==> src/rtl/uart_rx.sv <==
// 8N1 UART receiver with 16x oversampling, 3-sample majority vote per bit,
// start-glitch rejection, break handling and a one-entry valid/ready holding register.
module uart_rx #(
    parameter int unsigned CLK_FREQ = 100_000_000,
    parameter int unsigned BAUD     = 9600
) (
    input  logic       clk_100MHz,
    input  logic       rst_n,
    input  logic       rx,
    output logic [7:0] outData,
    output logic       out_valid,
    input  logic       out_ready,
    output logic       busy,
    output logic       frame_err,
    output logic       overrun_err
);
    localparam int unsigned OVERSAMPLE = 16;
    localparam int unsigned TICK_DIV   = CLK_FREQ / (BAUD * OVERSAMPLE);
    localparam int unsigned CNT_W      = (TICK_DIV > 1) ? $clog2(TICK_DIV) : 1;

    typedef enum logic [2:0] {IDLE, START, DATA, STOP, BREAK} state_t;

    state_t           state, next_state;
    logic             rx_meta, rx_s, rx_prev;
    logic [CNT_W-1:0] tick_cnt;
    logic             tick;
    logic [3:0]       s, s_next;
    logic [2:0]       idx;
    logic [7:0]       shreg;
    logic             v7, v8, maj;
    logic             start_edge, commit, frame_pulse, shift_en;

    assign tick       = (tick_cnt == CNT_W'(TICK_DIV - 1));
    assign s_next     = s + 4'd1;
    assign maj        = (v7 & v8) | (v7 & rx_s) | (v8 & rx_s);
    assign start_edge = (state == IDLE) && rx_prev && !rx_s;
    assign busy       = (state != IDLE) && (state != BREAK);

    always_ff @(posedge clk_100MHz or negedge rst_n) begin
        if (!rst_n) state <= IDLE;
        else        state <= next_state;
    end

    // Bit events fire on the tick that moves s to the named value.
    always_comb begin
        next_state  = state;
        commit      = 1'b0;
        frame_pulse = 1'b0;
        shift_en    = 1'b0;
        case (state)
            IDLE: if (start_edge) next_state = START;
            START: begin
                if (tick && s_next == 4'd9 && maj)  next_state = IDLE;
                else if (tick && s_next == 4'd15)   next_state = DATA;
            end
            DATA: begin
                if (tick && s_next == 4'd9) shift_en = 1'b1;
                if (tick && s_next == 4'd15 && idx == 3'd7) next_state = STOP;
            end
            STOP: begin
                if (tick && s_next == 4'd9) begin
                    if (maj) begin
                        commit     = 1'b1;
                        next_state = IDLE;
                    end else begin
                        frame_pulse = 1'b1;
                        next_state  = BREAK;
                    end
                end
            end
            BREAK: if (tick && rx_s && s == 4'd15) next_state = IDLE;
            default: next_state = IDLE;
        endcase
    end

    always_ff @(posedge clk_100MHz or negedge rst_n) begin
        if (!rst_n) begin
            rx_meta     <= 1'b1;
            rx_s        <= 1'b1;
            rx_prev     <= 1'b1;
            tick_cnt    <= '0;
            s           <= '0;
            idx         <= '0;
            shreg       <= '0;
            v7          <= 1'b0;
            v8          <= 1'b0;
            outData     <= '0;
            out_valid   <= 1'b0;
            frame_err   <= 1'b0;
            overrun_err <= 1'b0;
        end else begin
            rx_meta <= rx;
            rx_s    <= rx_meta;
            rx_prev <= rx_s;

            if (start_edge || tick) tick_cnt <= '0;
            else                    tick_cnt <= tick_cnt + CNT_W'(1);

            // In BREAK, s counts consecutive high ticks instead of bit phase.
            if (start_edge || frame_pulse) s <= '0;
            else if (tick) begin
                if (state == BREAK) s <= rx_s ? s_next : 4'd0;
                else                s <= s_next;
            end

            if (tick && s_next == 4'd7) v7 <= rx_s;
            if (tick && s_next == 4'd8) v8 <= rx_s;

            if (start_edge) idx <= '0;
            else if (state == DATA && tick && s_next == 4'd15) idx <= idx + 3'd1;

            if (shift_en) shreg[idx] <= maj;

            frame_err   <= frame_pulse;
            overrun_err <= commit && out_valid && !out_ready;
            if (commit) begin
                outData   <= shreg;
                out_valid <= 1'b1;
            end else if (out_valid && out_ready) begin
                out_valid <= 1'b0;
            end
        end
    end
endmodule

==> config.mk <==
export PLATFORM = sky130hd
export DESIGN_NAME = uart_rx
export DESIGN_NICKNAME = d
export VERILOG_FILES = /design/src/rtl/uart_rx.sv
export SDC_FILE = /design/constraint.sdc
export NUM_CORES = 1
export LEC_CHECK = 0
export CORE_MARGIN = 1.5
export CORE_UTILIZATION = 56
export CTS_CLUSTER_DIAMETER = 150
export DETAILED_ROUTE_END_ITERATION = 8
export DONT_BUFFER_PORTS = 1
export PLACE_DENSITY_LB_ADDON = 0.25
export SLEW_MARGIN = 20
export SYNTH_ARGS = -nofsm -noshare
export SYNTH_HDL_FRONTEND = slang
export SYNTH_SLANG_ARGS = --single-unit
==> constraint.sdc <==
create_clock -name clk_100MHz -period 2.2 [get_ports clk_100MHz]
set_clock_uncertainty 0.05 [all_clocks]
set_input_delay 0.44 -clock clk_100MHz [delete_from_list [all_inputs] [get_ports clk_100MHz]]
set_output_delay 0.44 -clock clk_100MHz [all_outputs]
set_load 0.1 [all_outputs]
== After elaboration in Yosys (flattened, before gate mapping) ==
Index checks and enable logic that the tools add are counted.

* Add/subtract/negate cells: 3
* $lt $le $gt $ge: 2
* Eq/ne operators: 17
* Muxes and demuxes: 28
* Bitwise operators: 5
* Reduce and logical (&&, ||, !) cells: 27

{| class="wikitable"
|+ Operators by type and width
! kind !! number
|-
| $mux W3 || 9
|-
| $logic_and A1 B1 Y1 || 17
|-
| $eq A4 B4 Y1 const B || 4
|-
| $mux W4 || 4
|-
| $pmux W3 S5 || 1
|-
| $mux W1 || 11
|-
| $add A10 B1 Y10 const B || 1
|-
| $eq A10 B10 Y1 const B || 1
|-
| $mux W10 || 1
|-
| $bwmux W8 || 1
|-
| $ne A2 B2 Y1 const B || 4
|-
| $eq A3 B2 Y1 const B || 2
|-
| $eq A3 B3 Y1 const B || 2
|-
| $ne A3 B3 Y1 const B || 2
|-
| $reduce_bool A2 Y1 || 3
|-
| $reduce_and A5 Y1 || 1
|-
| $add A4 B1 Y4 const B || 1
|-
| $eq A4 B3 Y1 const B || 1
|-
| $lt A3 B4 Y1 const B || 1
|-
| $add A3 B1 Y3 const B || 1
|-
| $and A1 B1 Y1 || 3
|-
| $demux W1 S3 || 1
|-
| $eq A3 B1 Y1 const B || 1
|-
| $ge A3 B1 Y1 const B || 1
|-
| 5 further kinds || 8
|}

* Bits in registers: 44
* Input port bits: 4

== Depth between registers and ports, before layout ==
* Depth in word-level cells: 8
* Depth in mapped cells: 8
* Mapped depth without buffers: 7

== Worst setup path after synthesis ==
OpenSTA, ideal clock, no wires.

* Path kind: flip-flop to flip-flop
* From: register state[1]
* To: register tick_cnt[2]
* Library setup time: 132 ps
* Data arrival time: 2021 ps
* Data required time: 2018 ps
* Setup slack: -2 ps
* Stages on the path, launching flop included: 7
* Path buffers: 1
* Period minus slack after synthesis: 2202 ps
* Cell sequence: dfrtp_1 > nor2_1 > inv_1 > nor3_1 > or2_2 > clkbuf_1 > nor2_1

* Word-level cells in the longest chain between the ends: 5

{| class="wikitable"
|+ RTL lines
! item !! line !! source
|-
| start: declaration || 23 || <nowiki>state_t state, next_state;</nowiki>
|-
| start signal: assignment || 41 || <nowiki>else state <= next_state;</nowiki>
|-
| $logic_not A3 Y1 || 36 || <nowiki>assign start_edge = (state == IDLE) && rx_prev && !rx_s;</nowiki>
|-
| $logic_and A1 B1 Y1 (2 in a row) || 36 ||
|-
| $logic_or A1 B1 Y1 || 96 || <nowiki>if (start_edge || tick) tick_cnt <= '0;</nowiki>
|-
| $mux W10 || 96 ||
|-
| end signal: assignment || 97 || <nowiki>else tick_cnt <= tick_cnt + CNT_W'(1);</nowiki>
|-
| end: declaration || 25 || <nowiki>logic [CNT_W-1:0] tick_cnt;</nowiki>
|}

No other way between the ends.
A chain may end at the register's enable or synchronous reset.

== Final worst setup path ==
* From: register tick_cnt[0]
* To: register shreg[7]

* Word-level cells in the longest chain between the ends: 4

{| class="wikitable"
|+ RTL lines
! item !! line !! source
|-
| $eq A10 B10 Y1 || 33 || <nowiki>assign tick = (tick_cnt == CNT_W'(TICK_DIV - 1));</nowiki>
|-
| $logic_and A1 B1 Y1 || 57 || <nowiki>if (tick && s_next == 4'd9) shift_en = 1'b1;</nowiki>
|-
| $mux W1 || 57 ||
|-
| $mux W1 || 50 || <nowiki>case (state)</nowiki>
|-
| end signal: indexed assignment || 112 || <nowiki>if (shift_en) shreg[idx] <= maj;</nowiki>
|-
| end: declaration || 29 || <nowiki>logic [7:0] shreg;</nowiki>
|}

No other way between the ends.

==> summary by stage <==
Worst setup path
The critical path crosses 8 cells after its start point. Measured in cells, the most critical reg-to-reg path has a length of 8. The dominant delay contributor by cell family on the critical path is simple AND/OR/NAND/NOR gates. The category of the most critical setup path is reg2reg. The endpoint required time on the critical path is 2340 ps. The type of destination of the critical path is a flip-flop. The delay of the slowest cell on the worst path is 390 ps. The worst setup path is launched from a flip-flop.

The buffers plus inverters on the worst setup path is 2. The critical-path maximum fanout is 6. The slowest stage cell on the critical path is sky130_fd_sc_hd__a2111oi_4. The arrival time of the worst setup path is about 2300 ps.

The signal on the critical path passes through inv_1 > ha_1 > and3b_2 > nand3_4 > a2111oi_4 > buf_4 > nand4_1 > mux2_4.

Placement
The instance count after placement with tap cells included is 246. The number of buffers added on ports is 0. Before CTS, the worst setup slack after placement is -11.4 ps.

The final HPWL from detailed placement is 2800 µm. The routability-driven placement congestion ratio is 0.847.

STA
The part of the cycle the worst path needs is 97.9%. Setup repair after global routing could not meet its margin everywhere. Measured against its own limit, the worst slew margin works out to 39.8%. Once routing completed, OpenROAD measured the worst setup slack at 47.2 ps. The count of final max-slew check failures is 0. The number of setup violations in the final report is 0. The slew at the pin closest to its max-slew limit is 902 ps. The clock period minus final worst setup slack is between 2000 and 2500 ps.

The number of hold-slack violations in the final timing report is 0. Static timing analysis puts the maximum clock frequency at 0.465 GHz.

Routing
The remaining routing DRC violations is 0. The final antenna-violating net count is 0. Dividing the detail-routed wire length by the instance count gives ~16 µm. The routed wire length is 4090 µm. The detailed-routing iteration count for the pre-antenna-repair pass is 4.

Across all layers, the routed design uses 1,534 vias. The average via count per standard cell is 5.97. The detailed router's first-iteration violation count is 47.

Floorplanning
The number of rows created at floorplan is 22. The die covers 4280 µm². In this run the horizontal extent of the chip is around 65 µm. The core area is 3690 µm². The starting utilization of the core area is 59.2%.

The die height is 65.4 µm. The I/O pin count is 16.

Synth
The synthesized netlist cell count is 190. Synthesis produced a netlist with a net count of 202. Sequential cells were found to cover 50.6% of the synthesized design area. Counting flops with an async set or reset pin after synthesis yields a share of 100%. After synthesis, the netlist uses 48 different library cells. The average instance in the mapped netlist occupies 11.5 µm².

The cell area that synthesis handed to floorplanning was 2180 µm². The count of yosys warnings during synthesis is 0. The synthesized design contains 44 register bits. The prevailing post-synth register cell is sky130_fd_sc_hd__dfrtp_1. Yosys mapped a number of flops with a built-in enable equal to 0.

Power and ir drop
For this design the static power due to leakage is about 0.0012 µW. For this design the ratio of total power to cell area is around 730 nW/µm². Across the VDD grid, the largest voltage drop is 0.000624 V.

Total power for the finished layout comes to 1860 µW.

Global route
The maximum number of pins on one net before global-route repair is 45. The via count of the first global-routing pass is 1,509. Across every metal layer, demand over resource in global routing totals around a fifth. The initial antenna violation count is 0. The leftover overflow at the end of global routing is 0. The first-pass GRT wire length is 6770 µm.

Clock tree
TritonCTS built the clock tree. The total number of clock tree sinks is 44. The H-tree was split into 2 levels. The clock reaches the later pin of the worst-skew pair after 300 ps. Counting along the longest clock path gives a buffer depth of 2. The cell sitting at the root of the clock tree is a sky130_fd_sc_hd__clkbuf_8. TritonCTS created 5 clock buffers. After clock tree synthesis, the clock-pin slew on the worst setup and hold paths is 80 ps.

Layout
The number of antenna repair diodes is 0. Summing all multi-input logic gate instances after layout gives around 1100 µm². The share of layout cells above drive strength 1 is 28.2%. The area added between synthesis and finish is 15.8%. For this run, the post-layout net count is 220. In the layout the commonest cells are 39 x sky130_fd_sc_hd__dfrtp_1, 19 x sky130_fd_sc_hd__nor2_1, 15 x sky130_fd_sc_hd__buf_4. Leaving out fill and tap cells, the most frequent cell in the layout is sky130_fd_sc_hd__dfrtp_1. The number of inserted filler cells in the final layout is 276. The count of non-filler cells in the finished layout is between 200 and 300. The footprint of the flip-flops and latches is 1110 µm².

Run status
The flow ran to the end, and the final reports show no timing, DRC or antenna violations.

Worst hold path
Along the worst hold path, the cell count comes to 0. The tightest min-delay check is of the in2reg type.

Job
Across the run, the number of max-cap violations was 0.
## flip-flops by register name, summed over array words and instances, names as in the netlist
| name | flops |
|---|---|
| shreg | 8 |
| overrun_err | 1 |
| rx_meta | 1 |
| v8 | 1 |
| idx | 3 |
| rx_s | 1 |
| tick_cnt | 10 |
| s | 4 |
| frame_err | 1 |
| v7 | 1 |
| rx_prev | 1 |
| state | 3 |
| outData | 8 |
| out_valid | 1 |
## final timing paths
check,startpoint,endpoint,slack (ps)
worst max-delay path,tick_cnt[0],shreg[7],50
worst min-delay path,rx,rx_meta,80
worst max register to register,tick_cnt[0],shreg[7],50
worst min register to register,rx_meta,rx_s,310
max in group asynchronous,rst_n,rx_prev,1280
min in group asynchronous,rst_n,tick_cnt[6],560
## timing repair
action | 4_1_cts | 5_1_grt
resized for setup | 1 | 8
setup buffers | 0 | 1
endpoints found under the hold margin | 44 | 0
hold buffers | 2 | 0
endpoints found under the setup margin | 4 | 8
pin swaps | 1 | 1
## area by class of cell
class	count	area share [%]
sequential	44	43.8
multi-input combinational	130	41.7
timing repair buffer	17	5.65
clock buffer	6	3.27
tap	48	2.38
inverter	10	1.63
clock inverter	2	1.54
## stage by stage
| stage | area (µm²) | setup TNS, ps | hold WS (ps) | util [%] |
|---|---|---|---|---|
| 2_1_floorplan | 2200 | 0 | 94.4 | - |
| 3_5_place_dp | 2330 | -18.4 | 95.9 | 63.3 |
| 6_report | 2530 | 0 | 83.4 | 68.5 |
| 4_1_cts | 2490 | 0 | 79.4 | 67.4 |
| 3_3_place_gp | 2330 | 0 | 96.1 | 63.3 |
| 5_1_grt | 2530 | -111 | 74.2 | 68.5 |
## cells in the mapped netlist, drive strengths merged, types with 3 or more instances
master,count,area [µm²]
xnor2,6,52.6
and4bb,3,37.5
nand4b,3,26.3
nand2,7,26.3
o21ai,8,40.0
nor2,20,75.1
dfrtp,41,1030
and3,5,31.3
ha,8,100
xor2,4,35.0
nand4,4,25.0
o211ai,3,36.3
dfstp,3,78.8
a21oi,3,15.0
nand3,9,45.0
inv,10,37.5
clkbuf,4,16.3
a211oi,3,22.5
mux2,18,203
## report_power, final
group | switching (µW) | internal (µW)
registers | 66.8 | 877
logic | 158 | 110
clock network | 273 | 371
total | 498 | 1360
## cell families (layout without fill, tap and decap cells)
kind of cell    after synthesis  after routing  synth area share [%]
xor+xnor                     10             10                  4.01
compound gates               25             25                  9.29
mux                          20             20                  10.2
flops                        44             44                  50.6
simple gates                 66             66                  17.7
buf+inv                      16             35                  3.15
fa+ha+maj                     9              9                  5.05
## per-layer routing
metal | up-vias | GRT usage (%) | wire length (µm)
li1 | 713 | - | -
met1 | 766 | 26.5 | 1790
met2 | 42 | 33.8 | 2000
met3 | 13 | 6.34 | 166
met4 | 0 | 10.2 | 133
met5 | - | 0 | 0
## worst register-to-register path: cells and delay by family (launching register included)
kind	cells	cell delay, ps
buffers and inverters	2	280
muxes	1	330
and+or+nand+nor	3	460
AOI/OAI and AO/OA	1	390
adders and majority gates	1	150
DFF	1	380
No activity file was read; power rests on OpenSTA's default activity.
